===== config.mk =====
export PLATFORM = sky130hd
export DESIGN_NAME = fsm_bus_arb
export DESIGN_NICKNAME = d
export VERILOG_FILES = /design/src/rtl/fsm_bus_pkg.sv /design/src/rtl/fsm_rr_arb.sv /design/src/rtl/fsm_bus_arb.sv
export SDC_FILE = /design/constraint.sdc
export NUM_CORES = 1
export LEC_CHECK = 0
export ABC_AREA = 1
export CORE_ASPECT_RATIO = 1.4
export CORE_MARGIN = 5
export CORE_UTILIZATION = 44
export CTS_CLUSTER_SIZE = 30
export DETAILED_ROUTE_END_ITERATION = 8
export GPL_TIMING_DRIVEN = 0
export PLACE_DENSITY = 0.9
export SYNTH_ARGS = -nofsm -noshare
export SYNTH_HDL_FRONTEND = slang
export SYNTH_SLANG_ARGS = --single-unit

===== constraint.sdc =====
create_clock -name CLK -period 2.2 [get_ports CLK]
set_input_delay 0.33 -clock CLK [delete_from_list [all_inputs] [get_ports CLK]]
set_output_delay 0.33 -clock CLK [all_outputs]
set_load 0.02 [all_outputs]

===== src/rtl/fsm_bus_pkg.sv =====
// Shared types and widths for the FLASH/SRAM bus arbiter.
package fsm_bus_pkg;

   localparam int FSM_AW   = 26;
   localparam int FSM_DW   = 32;
   localparam int FLASH_DW = 16;
   localparam int FLASH_AW = 24;

   typedef enum logic [2:0] {
      ST_IDLE   = 3'd0,
      ST_SETUP  = 3'd1,
      ST_ACCESS = 3'd2,
      ST_HOLD   = 3'd3,
      ST_TURN   = 3'd4
   } state_e;

   typedef enum logic {
      CL_FLASH = 1'b0,
      CL_SRAM  = 1'b1
   } client_e;

endpackage


===== src/rtl/fsm_rr_arb.sv =====
// Two-way round-robin grant. The grant is combinational from the valids and
// the pointer; the pointer moves to the loser whenever a grant is taken.
module fsm_rr_arb
   import fsm_bus_pkg::*;
(
   input  logic       CLK,
   input  logic       RST,
   input  logic       f_valid_i,
   input  logic       s_valid_i,
   input  logic       adv_i,
   output logic [1:0] gnt_o
);

   client_e ptr_q, ptr_d;

   // One-hot grant: bit0 = flash, bit1 = SRAM; a lone requester always wins.
   always_comb begin
      gnt_o = 2'b00;
      if (f_valid_i && s_valid_i) begin
         gnt_o = (ptr_q == CL_FLASH) ? 2'b01 : 2'b10;
      end else if (f_valid_i) begin
         gnt_o = 2'b01;
      end else if (s_valid_i) begin
         gnt_o = 2'b10;
      end
   end

   // Pointer update: favour the client that did not win.
   always_comb begin
      ptr_d = ptr_q;
      if (adv_i) begin
         if (gnt_o[0]) begin
            ptr_d = CL_SRAM;
         end else if (gnt_o[1]) begin
            ptr_d = CL_FLASH;
         end
      end
   end

   // Pointer register.
   always_ff @(posedge CLK) begin
      if (RST) begin
         ptr_q <= CL_FLASH;
      end else begin
         ptr_q <= ptr_d;
      end
   end

endmodule


===== src/rtl/fsm_bus_arb.sv =====
// Arbiter and strobe sequencer for the shared FLASH/SRAM bus.
//
// state     | meaning
// ----------+-------------------------------------------------------------
// ST_IDLE   | bus free; a grant is registered as a one-cycle ready pulse
// ST_SETUP  | address and chip enable out, write data driven for writes
// ST_ACCESS | oe_n or we_n low for WS+1 cycles; read data sampled on last
// ST_HOLD   | strobes released, ce/addr/data held, response pulse
// ST_TURN   | all strobes high, pads released for TURN_CYC cycles
//
// The grant decision is taken on the edge that enters (or stays in) IDLE, so
// the registered ready is already high in the first IDLE cycle. The client
// chosen there stays in cl_q for the whole access.
module fsm_bus_arb
   import fsm_bus_pkg::*;
#(
   parameter int unsigned FLASH_WS = 7,
   parameter int unsigned SRAM_WS  = 1,
   parameter int unsigned TURN_CYC = 1
)
(
   input  logic                  CLK,
   input  logic                  RST,
   input  logic                  f_req_valid,
   output logic                  f_req_ready,
   input  logic                  f_req_write,
   input  logic [FLASH_AW-1:0]   f_req_addr,
   input  logic [FLASH_DW-1:0]   f_req_wdata,
   output logic                  f_rsp_valid,
   output logic [FLASH_DW-1:0]   f_rsp_rdata,
   input  logic                  s_req_valid,
   output logic                  s_req_ready,
   input  logic                  s_req_write,
   input  logic [FSM_AW-1:0]     s_req_addr,
   input  logic [FSM_DW-1:0]     s_req_wdata,
   output logic                  s_rsp_valid,
   output logic [FSM_DW-1:0]     s_rsp_rdata,
   output logic [FSM_AW-1:0]     fsm_a,
   output logic [FSM_DW-1:0]     fsm_d_o,
   output logic                  fsm_d_oe,
   input  logic [FSM_DW-1:0]     fsm_d_i,
   output logic                  flash_ce_n,
   output logic                  flash_oe_n,
   output logic                  flash_we_n,
   output logic                  sram_ce_n,
   output logic                  sram_oe_n,
   output logic                  sram_we_n
);

   localparam logic [3:0] FWS      = 4'(FLASH_WS);
   localparam logic [3:0] SWS      = 4'(SRAM_WS);
   localparam logic [3:0] TRN_LAST = (TURN_CYC == 0) ? 4'd0 : 4'(TURN_CYC - 1);

   state_e                state_q, state_d;
   client_e               cl_q, cl_d;
   logic [3:0]            cnt_q, cnt_d;
   logic                  wr_q, wr_d;
   logic [1:0]            gnt;
   logic                  accept;
   logic                  decide;
   logic                  last_acc;
   logic [3:0]            ws_cur;

   logic                  f_rdy_q, f_rdy_d;
   logic                  s_rdy_q, s_rdy_d;
   logic                  f_rsp_q, f_rsp_d;
   logic                  s_rsp_q, s_rsp_d;
   logic [FLASH_DW-1:0]   f_rd_q, f_rd_d;
   logic [FSM_DW-1:0]     s_rd_q, s_rd_d;
   logic [FSM_AW-1:0]     a_q, a_d;
   logic [FSM_DW-1:0]     do_q, do_d;
   logic                  oe_q, oe_d;
   logic                  fce_q, fce_d, foe_q, foe_d, fwe_q, fwe_d;
   logic                  sce_q, sce_d, soe_q, soe_d, swe_q, swe_d;

   fsm_rr_arb u_arb (
      .CLK       (CLK),
      .RST       (RST),
      .f_valid_i (f_req_valid),
      .s_valid_i (s_req_valid),
      .adv_i     (decide),
      .gnt_o     (gnt)
   );

   assign accept   = (state_q == ST_IDLE) &&
                     ((f_rdy_q && f_req_valid) || (s_rdy_q && s_req_valid));
   assign ws_cur   = (cl_q == CL_FLASH) ? FWS : SWS;
   assign last_acc = (state_q == ST_ACCESS) && (cnt_q == 4'd0);

   // Next-state and wait-state / turnaround down-counter.
   always_comb begin
      state_d = state_q;
      cnt_d   = cnt_q;
      case (state_q)
         ST_IDLE: begin
            if (accept) begin
               state_d = ST_SETUP;
            end
         end
         ST_SETUP: begin
            state_d = ST_ACCESS;
            cnt_d   = ws_cur;
         end
         ST_ACCESS: begin
            if (cnt_q == 4'd0) begin
               state_d = ST_HOLD;
            end else begin
               cnt_d = cnt_q - 4'd1;
            end
         end
         ST_HOLD: begin
            if (TURN_CYC == 0) begin
               state_d = ST_IDLE;
            end else begin
               state_d = ST_TURN;
               cnt_d   = TRN_LAST;
            end
         end
         ST_TURN: begin
            if (cnt_q == 4'd0) begin
               state_d = ST_IDLE;
            end else begin
               cnt_d = cnt_q - 4'd1;
            end
         end
         default: state_d = ST_IDLE;
      endcase
   end

   // Output next values, all derived from the upcoming state.
   always_comb begin
      decide  = (state_d == ST_IDLE) && (gnt != 2'b00);
      f_rdy_d = decide && gnt[0];
      s_rdy_d = decide && gnt[1];
      cl_d    = cl_q;
      if (decide) begin
         cl_d = gnt[1] ? CL_SRAM : CL_FLASH;
      end

      wr_d = wr_q;
      a_d  = a_q;
      do_d = do_q;
      if (accept) begin
         if (cl_q == CL_FLASH) begin
            wr_d = f_req_write;
            a_d  = {2'b00, f_req_addr};
            do_d = f_req_write ? {16'h0000, f_req_wdata} : '0;
         end else begin
            wr_d = s_req_write;
            a_d  = s_req_addr;
            do_d = s_req_write ? s_req_wdata : '0;
         end
      end

      fce_d = !((state_d inside {ST_SETUP, ST_ACCESS, ST_HOLD}) && (cl_q == CL_FLASH));
      sce_d = !((state_d inside {ST_SETUP, ST_ACCESS, ST_HOLD}) && (cl_q == CL_SRAM));
      foe_d = !((state_d == ST_ACCESS) && (cl_q == CL_FLASH) && !wr_d);
      fwe_d = !((state_d == ST_ACCESS) && (cl_q == CL_FLASH) && wr_d);
      soe_d = !((state_d == ST_ACCESS) && (cl_q == CL_SRAM) && !wr_d);
      swe_d = !((state_d == ST_ACCESS) && (cl_q == CL_SRAM) && wr_d);
      oe_d  = (state_d inside {ST_SETUP, ST_ACCESS, ST_HOLD}) && wr_d;

      f_rsp_d = last_acc && (cl_q == CL_FLASH);
      s_rsp_d = last_acc && (cl_q == CL_SRAM);
      f_rd_d  = f_rd_q;
      s_rd_d  = s_rd_q;
      if (last_acc && !wr_q) begin
         if (cl_q == CL_FLASH) begin
            f_rd_d = fsm_d_i[FLASH_DW-1:0];
         end else begin
            s_rd_d = fsm_d_i;
         end
      end
   end

   // State register.
   always_ff @(posedge CLK) begin
      if (RST) begin
         state_q <= ST_IDLE;
         cnt_q   <= 4'd0;
         cl_q    <= CL_FLASH;
         wr_q    <= 1'b0;
      end else begin
         state_q <= state_d;
         cnt_q   <= cnt_d;
         cl_q    <= cl_d;
         wr_q    <= wr_d;
      end
   end

   // Output registers.
   always_ff @(posedge CLK) begin
      if (RST) begin
         f_rdy_q <= 1'b0;
         s_rdy_q <= 1'b0;
         f_rsp_q <= 1'b0;
         s_rsp_q <= 1'b0;
         f_rd_q  <= '0;
         s_rd_q  <= '0;
         a_q     <= '0;
         do_q    <= '0;
         oe_q    <= 1'b0;
         fce_q   <= 1'b1;
         foe_q   <= 1'b1;
         fwe_q   <= 1'b1;
         sce_q   <= 1'b1;
         soe_q   <= 1'b1;
         swe_q   <= 1'b1;
      end else begin
         f_rdy_q <= f_rdy_d;
         s_rdy_q <= s_rdy_d;
         f_rsp_q <= f_rsp_d;
         s_rsp_q <= s_rsp_d;
         f_rd_q  <= f_rd_d;
         s_rd_q  <= s_rd_d;
         a_q     <= a_d;
         do_q    <= do_d;
         oe_q    <= oe_d;
         fce_q   <= fce_d;
         foe_q   <= foe_d;
         fwe_q   <= fwe_d;
         sce_q   <= sce_d;
         soe_q   <= soe_d;
         swe_q   <= swe_d;
      end
   end

   assign f_req_ready = f_rdy_q;
   assign s_req_ready = s_rdy_q;
   assign f_rsp_valid = f_rsp_q;
   assign s_rsp_valid = s_rsp_q;
   assign f_rsp_rdata = f_rd_q;
   assign s_rsp_rdata = s_rd_q;
   assign fsm_a       = a_q;
   assign fsm_d_o     = do_q;
   assign fsm_d_oe    = oe_q;
   assign flash_ce_n  = fce_q;
   assign flash_oe_n  = foe_q;
   assign flash_we_n  = fwe_q;
   assign sram_ce_n   = sce_q;
   assign sram_oe_n   = soe_q;
   assign sram_we_n   = swe_q;

endmodule


==> reports/metrics.cfg <==
[outcome]
status = complete, no violations

[worst_setup_path]
critical_path_class = reg2out
crit_path_top_delay_cell = clkdlybuf4s50_1
startpoint_type = flop
max_stage_delay_ns = 0.63
cp_num_buf_inv = 1
cp_max_fo = 2
crit_path_end_kind = output port
crit_family = buffers and inverters
crit_chain = clkdlybuf4s50_1
required_ns = 1.87
cp_num_cells = 1
crit_arrival_ns = 1.43
reg2regPathDepth = 8

[final_layout]
areaGrowthSynthToFinish_pct = 61.8
stdcell_count = 1113
n_antenna_cell = 0
final_common_cell = clkdlybuf4s50_1
drive_above_1_share = 0.0818
stdcell_area_um2 = 8420
nNetsFinal = 1092
nFillCells = 947
final_cell_mix = clkdlybuf4s50_1, nand2_1, dfxtp_1, a21oi_1, nor2_1

[clock_network]
cts_buffers = 17
cts_buffer_depth = 2
cts.clk_slew.worst_paths_ns = 0.06
clk_latency_ns = 0.41
cts_tree = yes
cts_resized = 0
clock_tree.root_cell = clkbuf_16
cts.htree.levels = 4
postCtsSetupBuffers = 0
cts_hold_buf = 0
cts.sinks = 127

[drt]
drt-initial-drc-count = 181
drc_errors = 0
via_count = 5837
dr.pass1.iters = 5
ant_nets = 0
viasPerCell = 5.24
wl_per_cell_um = 17.3
wirelength_um = 19200

[floorplan]
fp.coreArea_um2 = 11700
rows = 47
die_w_um = 102
start_util = 0.445
die_area_um2 = 14100
die_y_um = 139
ios = 253

[logic_synthesis]
yosys_warnings = 0
synth_cell_types = 24
yosysSeqAreaShare = 0.489
ys_ff_latch = 127
syn_inst = 684
syn_avg_cell_area_um2 = 7.61
synth_area_um2 = 5200
synth_top_cell_by_area = dfxtp_1
netlist.area_leader.share = 0.489
synth.area.top_cells = dfxtp_1, nand2_1, a21oi_1, nand4_1, nor2_1
synth_fp_nets = 822

[placed_design]
dp.cells = 1082
globalplace.congestion = 0.886
dp_hpwl_um = 14800
portBuffers = 251
place_area_um2 = 7900

[grt]
grt_pass1_vias = 5926
grt.overflow.total = 0
grt.total_usage = 0.264
grt_pass1_wl_um = 29300
grt_start_max_net_pins = 17
antenna_found_initial = 0

[min_path]
worstHoldPathCells = 3
min_path_type = in2reg

[sta]
drv_slew = 0
setup_viol = 0
slew_headroom = 0.547
hold_viol = 0
max_freq_mhz = 567
rsz0062_at_grt = false
fin_crit_ns = 1.76
fin_crit_sh = 0.802
clock_skew_ns = 0.0109
worst_pin_slew_ns = 0.679
setup_tns_ns = 0

[pwr]
finalPower_mw = 6.06
leakage_nw = 3.13
vdd_drop_max_v = 0.000563
powerDensity_nw_per_um2 = 721

[run]
maxCapViolCount = 0

==> worst paths after layout <==
check,from,endpoint,slack (ns)
worst max-delay path,fsm_a[6]$_SDFFE_PP0P_,fsm_a[6],0.44
worst min register to register,s_rsp_rdata[0]$_SDFFE_PP0P_,s_rsp_rdata[0]$_SDFFE_PP0P_,0.46
worst max register to register,cnt_q[0]$_SDFFE_PP0P_,s_rsp_rdata[8]$_SDFFE_PP0P_,0.44
worst min-delay path,RST,sram_ce_n$_SDFF_PP1_,0.42
==> through the flow <==
step                hold slack (ns)  setup WS, ns  utilization
floorplan                     0.473         0.807            -
global placement              0.446         0.202        0.675
detailed placement            0.454         0.182        0.675
CTS                           0.402         0.421        0.719
global route                  0.478         0.352        0.719
finish                        0.424         0.436        0.719
==> synth_stat cells <==
master	instances
ha_1	2
nor3_1	5
o21ai_1	16
buf_6	2
buf_4	4
nand3_2	11
clkbuf_1	26
dfxtp_1	127
nand4_1	49
nand3_1	22
nor2_2	2
nand2_1	168
buf_2	16
nor2_4	1
or2_2	1
a21oi_2	8
buf_1	6
o21ai_0	28
a21oi_1	80
nor2_1	66
inv_1	23
a22oi_1	16
inv_2	4
nor3_2	1
==> flip-flops by register name (all words and copies together) (netlist names), 3 cells and up <==
register     count
f_rsp_rdata     16
fsm_d_o         32
state_q          3
s_rsp_rdata     32
cnt_q            4
fsm_a           26
==> metal layers <==
layer | track usage | vias up | share of wire
met5 | 0 | - | 0
met4 | 0.117 | 0 | 0.038
met3 | 0.0916 | 50 | 0.098
met2 | 0.479 | 252 | 0.51
met1 | 0.263 | 2696 | 0.35
li1 | - | 2839 | -
==> cell type report <==
| class | count | area, µm² | area share |
|---|---|---|---|
| inverter | 27 | 101 | 0.0120 |
| sequential | 127 | 2540 | 0.302 |
| timing repair buffer | 251 | 2510 | 0.299 |
| clock buffer | 20 | 447 | 0.0531 |
| buffer | 54 | 253 | 0.0300 |
| tap | 147 | 184 | 0.0219 |
| clock inverter | 11 | 70.1 | 0.00833 |
| multi-input combinational | 476 | 2310 | 0.274 |
==> power breakdown <==
| part | internal [mW] | switching (mW) | total, mW |
|---|---|---|---|
| combinational | 0.518 | 0.621 | 1.14 |
| sequential | 2.41 | 0.0558 | 2.46 |
| clock | 1.45 | 1.02 | 2.46 |
| total | 4.37 | 1.69 | 6.06 |
==> worst register-to-register path: stages (launching register included) <==
cell     delay, ns
dfxtp_1       0.33
inv_1         0.10
ha_1          0.16
nand3_1       0.17
nor2_4        0.22
nand3_1       0.22
buf_2         0.26
nand2_1       0.08
a21oi_1       0.06
==> cell families (layout without fill, tap and decap cells) <==
family / Yosys count / count (layout) / synth area share
buf+inv: 81 / 363 / 0.0681
simple gates: 326 / 326 / 0.283
flops: 127 / 127 / 0.489
fa+ha+maj: 2 / 2 / 0.00481
compound gates: 148 / 148 / 0.156
Note: power is estimated with default switching activity, not from simulation.
